<file path="config.mk">
export PLATFORM = sky130hd
export DESIGN_NAME = msrv32_alu_arbiter
export DESIGN_NICKNAME = d
export VERILOG_FILES = /design/src/rtl/msrv32_pkg.sv /design/src/rtl/msrv32_alu.sv /design/src/rtl/msrv32_alu_arbiter.sv
export SDC_FILE = /design/constraint.sdc
export NUM_CORES = 1
export LEC_CHECK = 0
export BUFFER_PORTS_ARGS = -buffer_cell sky130_fd_sc_hd__buf_2
export CORE_MARGIN = 4
export CORE_UTILIZATION = 55
export DETAILED_ROUTE_END_ITERATION = 6
export PLACE_DENSITY_LB_ADDON = 0.05
export RECOVER_POWER = 50
export SLEW_MARGIN = 15
export SYNTH_ARGS = -nofsm -noshare
export SYNTH_HDL_FRONTEND = slang
export SYNTH_HIERARCHICAL = 1
export SYNTH_SLANG_ARGS = --single-unit
export TNS_END_PERCENT = 5
</file>
<file path="constraint.sdc">
create_clock -name ms_riscv32_mp_clk_in -period 10.61 [get_ports ms_riscv32_mp_clk_in]
set_clock_uncertainty 0.1 [all_clocks]
set_input_delay 2.122 -clock ms_riscv32_mp_clk_in [delete_from_list [all_inputs] [get_ports ms_riscv32_mp_clk_in]]
set_output_delay 2.122 -clock ms_riscv32_mp_clk_in [all_outputs]
set_load 0.01 [all_outputs]
</file>
<file path="src/rtl/msrv32_pkg.sv">
// Shared constants for the msrv32 ALU datapath: default data width, ALU opcodes
// and requester identifiers.
package msrv32_pkg;

    localparam int unsigned WIDTH = 32;

    typedef enum logic [3:0] {
        ALU_ADD  = 4'b0000,
        ALU_SLL  = 4'b0001,
        ALU_SLT  = 4'b0010,
        ALU_SLTU = 4'b0011,
        ALU_XOR  = 4'b0100,
        ALU_SRL  = 4'b0101,
        ALU_OR   = 4'b0110,
        ALU_AND  = 4'b0111,
        ALU_SUB  = 4'b1000,
        ALU_SRA  = 4'b1101
    } alu_op_e;

    typedef enum logic {
        REQ_0 = 1'b0,
        REQ_1 = 1'b1
    } req_id_e;

endpackage

</file>
<file path="src/rtl/msrv32_alu.sv">
// Combinational RV32 integer ALU; undefined opcodes yield zero.
module msrv32_alu #(
    parameter int unsigned WIDTH = msrv32_pkg::WIDTH
) (
    input  logic [WIDTH-1:0] op_1_in,
    input  logic [WIDTH-1:0] op_2_in,
    input  logic [3:0]       opcode_in,
    output logic [WIDTH-1:0] result_out
);
    import msrv32_pkg::*;

    logic [4:0] shamt;

    assign shamt = op_2_in[4:0];

    always_comb begin
        result_out = '0;
        case (opcode_in)
            ALU_ADD:  result_out = op_1_in + op_2_in;
            ALU_SUB:  result_out = op_1_in - op_2_in;
            ALU_SLT:  result_out = {{(WIDTH-1){1'b0}}, ($signed(op_1_in) < $signed(op_2_in))};
            ALU_SLTU: result_out = {{(WIDTH-1){1'b0}}, (op_1_in < op_2_in)};
            ALU_AND:  result_out = op_1_in & op_2_in;
            ALU_OR:   result_out = op_1_in | op_2_in;
            ALU_XOR:  result_out = op_1_in ^ op_2_in;
            ALU_SLL:  result_out = op_1_in << shamt;
            ALU_SRL:  result_out = op_1_in >> shamt;
            ALU_SRA:  result_out = $unsigned($signed(op_1_in) >>> shamt);
            default:  result_out = '0;
        endcase
    end

endmodule

</file>
<file path="src/rtl/msrv32_alu_arbiter.sv">
// Two-requester round-robin front end for a shared ALU with a single-entry
// response register (1-cycle latency, accept and drain in the same cycle).
module msrv32_alu_arbiter #(
    parameter int unsigned WIDTH = msrv32_pkg::WIDTH
) (
    input  logic             ms_riscv32_mp_clk_in,
    input  logic             ms_riscv32_mp_rst_in,
    input  logic             req0_valid_in,
    output logic             req0_ready_out,
    input  logic [WIDTH-1:0] req0_op_1_in,
    input  logic [WIDTH-1:0] req0_op_2_in,
    input  logic [3:0]       req0_opcode_in,
    input  logic             req1_valid_in,
    output logic             req1_ready_out,
    input  logic [WIDTH-1:0] req1_op_1_in,
    input  logic [WIDTH-1:0] req1_op_2_in,
    input  logic [3:0]       req1_opcode_in,
    output logic             rsp_valid_out,
    output logic             rsp_id_out,
    output logic [WIDTH-1:0] rsp_result_out,
    input  logic             rsp_ready_in
);
    import msrv32_pkg::*;

    logic             slot_free;
    logic             accept;
    req_id_e          grant;
    req_id_e          last_grant_q, last_grant_d;
    logic             rsp_valid_q, rsp_valid_d;
    req_id_e          rsp_id_q, rsp_id_d;
    logic [WIDTH-1:0] rsp_result_q, rsp_result_d;
    logic [WIDTH-1:0] alu_op_1, alu_op_2, alu_result;
    logic [3:0]       alu_opcode;

    assign slot_free = !rsp_valid_q || rsp_ready_in;

    // On a tie the requester that did not win the previous accepted transfer wins.
    always_comb begin
        grant = REQ_0;
        if (req0_valid_in && req1_valid_in) begin
            grant = (last_grant_q == REQ_0) ? REQ_1 : REQ_0;
        end else if (req1_valid_in) begin
            grant = REQ_1;
        end
    end

    always_comb begin
        req0_ready_out = !ms_riscv32_mp_rst_in && slot_free && (grant == REQ_0);
        req1_ready_out = !ms_riscv32_mp_rst_in && slot_free && (grant == REQ_1);
        accept = (req0_ready_out && req0_valid_in) || (req1_ready_out && req1_valid_in);
    end

    always_comb begin
        alu_op_1   = req0_op_1_in;
        alu_op_2   = req0_op_2_in;
        alu_opcode = req0_opcode_in;
        if (grant == REQ_1) begin
            alu_op_1   = req1_op_1_in;
            alu_op_2   = req1_op_2_in;
            alu_opcode = req1_opcode_in;
        end
    end

    msrv32_alu #(
        .WIDTH(WIDTH)
    ) u_alu (
        .op_1_in   (alu_op_1),
        .op_2_in   (alu_op_2),
        .opcode_in (alu_opcode),
        .result_out(alu_result)
    );

    always_comb begin
        rsp_valid_d  = rsp_valid_q;
        rsp_id_d     = rsp_id_q;
        rsp_result_d = rsp_result_q;
        last_grant_d = last_grant_q;
        if (accept) begin
            rsp_valid_d  = 1'b1;
            rsp_id_d     = grant;
            rsp_result_d = alu_result;
            last_grant_d = grant;
        end else if (rsp_ready_in) begin
            rsp_valid_d  = 1'b0;
        end
    end

    // Pointer resets to REQ_1 so that requester 0 wins the first tie.
    always_ff @(posedge ms_riscv32_mp_clk_in) begin
        if (ms_riscv32_mp_rst_in) begin
            rsp_valid_q  <= 1'b0;
            rsp_id_q     <= REQ_0;
            rsp_result_q <= '0;
            last_grant_q <= REQ_1;
        end else begin
            rsp_valid_q  <= rsp_valid_d;
            rsp_id_q     <= rsp_id_d;
            rsp_result_q <= rsp_result_d;
            last_grant_q <= last_grant_d;
        end
    end

    assign rsp_valid_out  = rsp_valid_q;
    assign rsp_id_out     = rsp_id_q;
    assign rsp_result_out = rsp_result_q;

endmodule

</file>
==> impl_results.md, run 1 <==
* Status: finished with violations
* Failing checks: capacitance limit, slew limit
* DIE HEIGHT at 146 um
* Crit path kind: in2reg
* Post-CTS sizing at 0
* Worst path top cell family by delay: compound AO/OA/AOI/OAI gates
* Cell area after technology mapping at 10500 sq um
* Fmax at 133 MHz
* Routed wire length at 42.5 mm
* Placer Congestion at 1.04
* Critical path startpoint category: input port
* Max_cap viols at 1
* CTS tree: yes
* DRT iter0 DRCs at 1596
* Area of the multi-input gates at 8870 sq um
* R2r setup slk at 4.78 ns
* Post-synth EDFFs at 0
* Reg-to-Reg End: rsp_result_out[28]
* Vias at 12200
* CTS Sinks at 35
* Buf+Inv Stages, Crit Path at 3
* Vias in the first global route at 11100
* GRT Total Usage at 0.374
* Post-synthesis register bit count at 35
* Clock Latency Late Sink at 0.29 ns
* Crit path to: rsp_result_out[28]
* Initial Util at 0.561
* Area Overhead vs Synth at 7.86%
* Filler cells at 1822
* IO Port Bufs at 176
* Initial antenna violation count at 1
* FF/Latch Area at 701 sq um
* ANT nets after route at 0
* Top post-synthesis cells by area: ha_1 12%, mux2_2 7.8%, a21oi_1 7.6%
* Drt pass-1 iters at 6
* Min-delay worst type: reg2reg
* Io pins at 177
* Yosys warning count at 6
* Top cell type's share of synthesized area at 0.116
* CTS Root Cell: clkbuf_16
* Final Hold Fails at 0
* Sum Neg Setup Slack at 0 ns
* Most frequent cell after synthesis: nor2_1
* Synth cell count leaders: 174 x nor2_1, 160 x a21oi_1, 139 x o21ai_0
* P_leak at 4.79 nW
* Die area at 21300 sq um
* R2R depth at 17
* Hold path cells at 2
* Critical Path RT at 10.65 ns
* Std cell rows at 50
* Yosys top cell by area: ha_1
* DR WL/cell at 23.7 um
* Share of layout cells above drive strength 1 at 0.185
* CP max stage delay at 0.81 ns
* Max clock buf depth at 2
* WP data arrival at 7.54 ns
* Max IR drop VDD at 0.0702 mV
* Met3 WL at 4.23 mm
* Crit Path Max Fanout at 37
* Synthesized net count at 1727
* Cell mode on critical path: o21ai_0
* Pins Over Slew Limit at 37
* Post-CTS Hold Fix Bufs at 0
* Fin crit period at 7.50 ns
* Antenna cells at 0
* Core area at 18700 sq um
* Final HPWL DP at 32.8 mm
* Slowest-stage cell, CP: a2111oi_0
* Sequential area share after synthesis at 0.0668
* Non-Filler Instances at 1793
* Number of remaining DRC errors at 0
* Power density cells at 104 nW/um^2
* Die X at 146 um
* Gate Count Post-Synth at 1487
* Crit path depth at 18
* Worst R2R Start: last_grant_q
* Avg Inst Size Synth at 7.06 sq um
* Worst setup EP type: flip-flop
* Pin count of the biggest net entering global routing at 79
* Setup Viol. Count Final at 0
* DR WL met2 at 19.0 mm
* GR Overflow Total at 0
* Hold Slack at 0.373 ns
* Clock-pin slew on the worst setup and hold paths at 0.06 ns
* Vias per cell at 6.79
* Worst-margin pin slew at 1.55 ns
* CTS buffer count at 5
* Post-CTS Setup Repair Bufs at 0
* Count of cell types in the netlist at 77
* RSZ-0062 raised after global routing: no
* Ys async rst share at 0
* NumNets Final at 1799
* CTS H-tree lvls at 2
* Met1 WL at 16.9 mm
* CP Cell Sequence: buf_2, a21boi_4, buf_4, mux2_2, inv_1, ha_1, o21ai_0, o21a_1, o21ai_0, nand2_1, a2111oi_0, o41ai_1, nand2_1, o211ai_1, a211oi_1, o21ai_0, nand3b_1, a21oi_1
* Dpl cells at 1786
* Synth Flop Type: dfxtp_1
* CP Launch Point: req1_valid_in
* Slew margin rel. at -0.0325
* Tcrit/Tclk final at 0.707
* First-pass GRT wire length at 64.3 mm
* Top layer in use: met5
-- worst min-delay path by stage --
stage                            start            endpoint
floorplan                   rsp_id_out          rsp_id_out
global placement     rsp_result_out[8]   rsp_result_out[8]
detailed placement   rsp_result_out[1]   rsp_result_out[1]
CTS                  rsp_result_out[2]   rsp_result_out[2]
global route        rsp_result_out[14]  rsp_result_out[14]
finish              rsp_result_out[14]  rsp_result_out[14]
-- placed cells by master, fill, tap and decap left out, types with 15 or more instances in the layout --
master,n
o221ai_1,17
ha_1,97
dfxtp_1,35
nand2_1,99
a211oi_1,29
mux4_2,32
nor2_1,174
clkbuf_1,35
mux2_2,72
nand3_1,19
a221oi_1,18
buf_2,142
nand3b_1,35
o21ai_0,139
a21o_1,16
o211ai_1,27
buf_4,15
nor3_1,23
mux2i_1,52
inv_1,94
o21bai_1,15
a21oi_1,160
-- worst min-delay path: stages, from the launching register on --
cell and delay, ns:
dfxtp_1 0.30, o21ai_0 0.06, a21oi_1 0.06
-- cells by family (layout without fill, tap and decap cells) --
group | Yosys count | after routing | share of synthesized area
AO/OA/AOI/OAI | 528 | 528 | 0.317
XOR/XNOR | 17 | 17 | 0.0142
adder cells (fa/ha/maj) | 99 | 99 | 0.119
buffers and inverters | 222 | 294 | 0.0888
flip-flops | 35 | 35 | 0.0668
multiplexers | 163 | 163 | 0.203
AND/OR/NAND/NOR | 423 | 423 | 0.190
-- flip-flops by register name, indices dropped and copies added, names as in the netlist --
register	cells
last_grant_q	1
rsp_result_out	32
rsp_valid_out	1
rsp_id_out	1
-- layer usage --
metal  GRT usage  vias to the layer above
met5           0                        -
met3      0.0590                      146
li1            -                     5623
met2       0.599                      788
met1       0.497                     5620
met4       0.173                        2
-- stage by stage --
| step | cell area, sq um | utilization | worst slack (ns) | power, W |
|---|---|---|---|---|
| 3_3_place_gp | 11200 | 0.600 | 3.23 | 0.00100 |
| 4_1_cts | 11400 | 0.607 | 3.40 | 0.00116 |
| 5_1_grt | 11300 | 0.605 | 2.91 | 0.00125 |
| 3_5_place_dp | 11200 | 0.600 | 3.12 | 0.00100 |
| 6_report | 11300 | 0.605 | 3.11 | 0.00118 |
| 2_1_floorplan | 10500 | - | 3.92 | 0.000764 |
-- final cells by class --
type                    instances  share of cell area
multi-input cells            1230               0.784
well taps                     234              0.0259
repair buffers                192              0.0844
inverters                      95              0.0315
clock inverters                 1            0.000442
flip-flops and latches         35              0.0619
clock buffers                   6              0.0123
-- power breakdown --
group	leakage (nW)	internal, W	total [W]	switching [W]
clock network	0.0727	0.0000916	0.000148	0.0000563
logic	4.43	0.000320	0.000879	0.000559
registers	0.287	0.000146	0.000153	0.00000669
No activity file was read; power rests on OpenSTA's default activity.
==> inputs of run 2 (changes only) <==
Clock period 10.61 ns to 7.2 ns, I/O delays scaled along.
==> run 2 against run 1 <==
Highest routed layer unchanged. Flip-flop and latch count unchanged. Utilization is 0.67 points higher. Largest cell class unchanged. Routed wire length up 1.2%. Cell area is 1.1% higher. Critical path depth unchanged. Die area did not move. The flow still finishes with violations (capacitance limit, slew limit). Non-clock buffer count grew 11. Sequential share of layout area is 0.068 points lower. First-iteration DRC count rose by 7.8%.
==> impl_results.md, run 2 (synthesized netlist as in run 1, its figures left out) <==
* Status: finished with violations
* Failing checks: capacitance limit, slew limit
* Crit path kind: in2reg
* Number of remaining DRC errors at 0
* Fin crit period at 6.02 ns
* Placer Congestion at 1.03
* DR WL/cell at 23.8 um
* Vias per cell at 6.83
* Io pins at 177
* CTS Root Cell: clkbuf_16
* Antenna cells at 0
* Post-CTS Hold Fix Bufs at 0
* Initial Util at 0.561
* Max IR drop VDD at 0.102 mV
* ANT nets after route at 0
* Clock Latency Late Sink at 0.28 ns
* Vias in the first global route at 11200
* DIE HEIGHT at 146 um
* Initial antenna violation count at 2
* Std cell rows at 50
* Critical path startpoint category: input port
* Sum Neg Setup Slack at 0 ns
* CTS tree: yes
* CTS H-tree lvls at 2
* Slowest-stage cell, CP: buf_4
* Final core area utilization at 0.612
* Power density cells at 157 nW/um^2
* Gate power share at 0.732
* Cell Int Power at 0.000867 W
* Power share of the sequential group at 0.126
* Drt pass-1 iters at 7
* Min-delay worst type: reg2reg
* Die area at 21300 sq um
* WP data arrival at 6.06 ns
* Buf+Inv Stages, Crit Path at 5
* CTS Sinks at 35
* Worst setup EP type: flip-flop
* Routed wire length at 43.0 mm
* Final Hold Fails at 0
* CTS buffer count at 5
* Sw Pwr at 0.000926 W
* First-pass GRT wire length at 65.5 mm
* Clock Power Share at 0.142
* GRT Total Usage at 0.382
* Share of layout cells above drive strength 1 at 0.191
* Die X at 146 um
* RSZ-0062 raised after global routing: no
* Setup Viol. Count Final at 0
* Crit Path Max Fanout at 51
* Worst path top cell family by delay: compound AO/OA/AOI/OAI gates
* Final HPWL DP at 33.6 mm
* Critical Path RT at 7.24 ns
* Fmax at 166 MHz
* Post-CTS sizing at 0
* Max FFs per register at 32
* Commonest cells after routing, fill and taps aside: 174 x nor2_1, 160 x a21oi_1, 142 x buf_2, 139 x o21ai_0, 99 x nand2_1
* Sw frac at 0.516
* Area Overhead vs Synth at 9.05%
* Pin count of the biggest net entering global routing at 78
* Slew margin rel. at -0.0000512
* Clock-pin slew on the worst setup and hold paths at 0.06 ns
* Pins Over Slew Limit at 30
* CP max stage delay at 0.66 ns
* Worst-margin pin slew at 1.50 ns
* IO Port Bufs at 176
* DRT iter0 DRCs at 1721
* Most common cell after layout, fill and taps aside: nor2_1
* P_leak at 4.86 nW
* Tcrit/Tclk final at 0.836
* CP Cell Sequence: buf_2, a21boi_4, buf_12, mux2_4, buf_4, buf_4, mux2i_1, nand2_1, o21ai_0, a21oi_1, o21ai_0, nor2_1, a221o_1, a2111oi_0, buf_4, o21ai_0, nand3b_1, a21oi_1
* Vias at 12300
* GR Overflow Total at 0
* NumNets Final at 1810
* Max_cap viols at 1
* Post-CTS Setup Repair Bufs at 0
* Max clock buf depth at 2
* Core area at 18700 sq um
* Filler cells at 1826
[run 2: cell type report]
cell class                 instances  area, sq um  area share
multi-input combinational       1230         8870       0.775
timing repair buffer             203         1050      0.0918
sequential                        35          701      0.0612
inverter                          95          357      0.0312
tap                              234          293      0.0256
clock buffer                       6          139      0.0121
clock inverter                     2         35.0     0.00306
[run 2: per-layer routing]
| layer | track usage | routed length (um) | part of all wire |
|---|---|---|---|
| met3 | 0.0667 | 4750 | 0.11 |
| met5 | 0 | 24 | 0.00056 |
| met4 | 0.181 | 2660 | 0.062 |
| met1 | 0.500 | 16600 | 0.39 |
| met2 | 0.611 | 19000 | 0.44 |
[run 2: worst reg2reg max path: cells and delay by family, from the launching register on]
family	cells	cell delay, ns
DFF	1	0.33
and+or+nand+nor	3	0.27
buffers and inverters	4	1.58
muxes	2	0.76
AOI/OAI and AO/OA	8	1.85
[run 2: worst paths after layout]
check	from	to	slack, ns	depth (start not counted)
max	req1_valid_in	rsp_result_out[26]	1.18	18
min	rsp_result_out[11]	rsp_result_out[11]	0.38	2
max reg2reg	last_grant_q	rsp_result_out[26]	2.18	17
min reg2reg	rsp_result_out[11]	rsp_result_out[11]	0.38	2
[run 2: per-stage QoR]
stage	instances	hold WS, ns	worst slack [ns]	power (W)	instance area, sq um
after global placement	1797	0.359	1.15	0.00149	11300
after detailed placement	1797	0.365	1.06	0.00150	11300
after global routing	1805	0.396	0.915	0.00190	11400
after floorplan	1487	0.398	1.19	0.00113	10500
final	1805	0.378	1.18	0.00179	11400
after CTS	1805	0.372	1.36	0.00176	11500
[run 2: power by group through the flow]
stage / clock (W) / sequential [W] / combinational (W)
after floorplan: 0 / 0.000239 / 0.000887
after global placement: 0 / 0.000228 / 0.00126
after detailed placement: 0 / 0.000229 / 0.00127
after CTS: 0.000259 / 0.000225 / 0.00127
after global routing: 0.000268 / 0.000228 / 0.00141
final: 0.000255 / 0.000226 / 0.00131
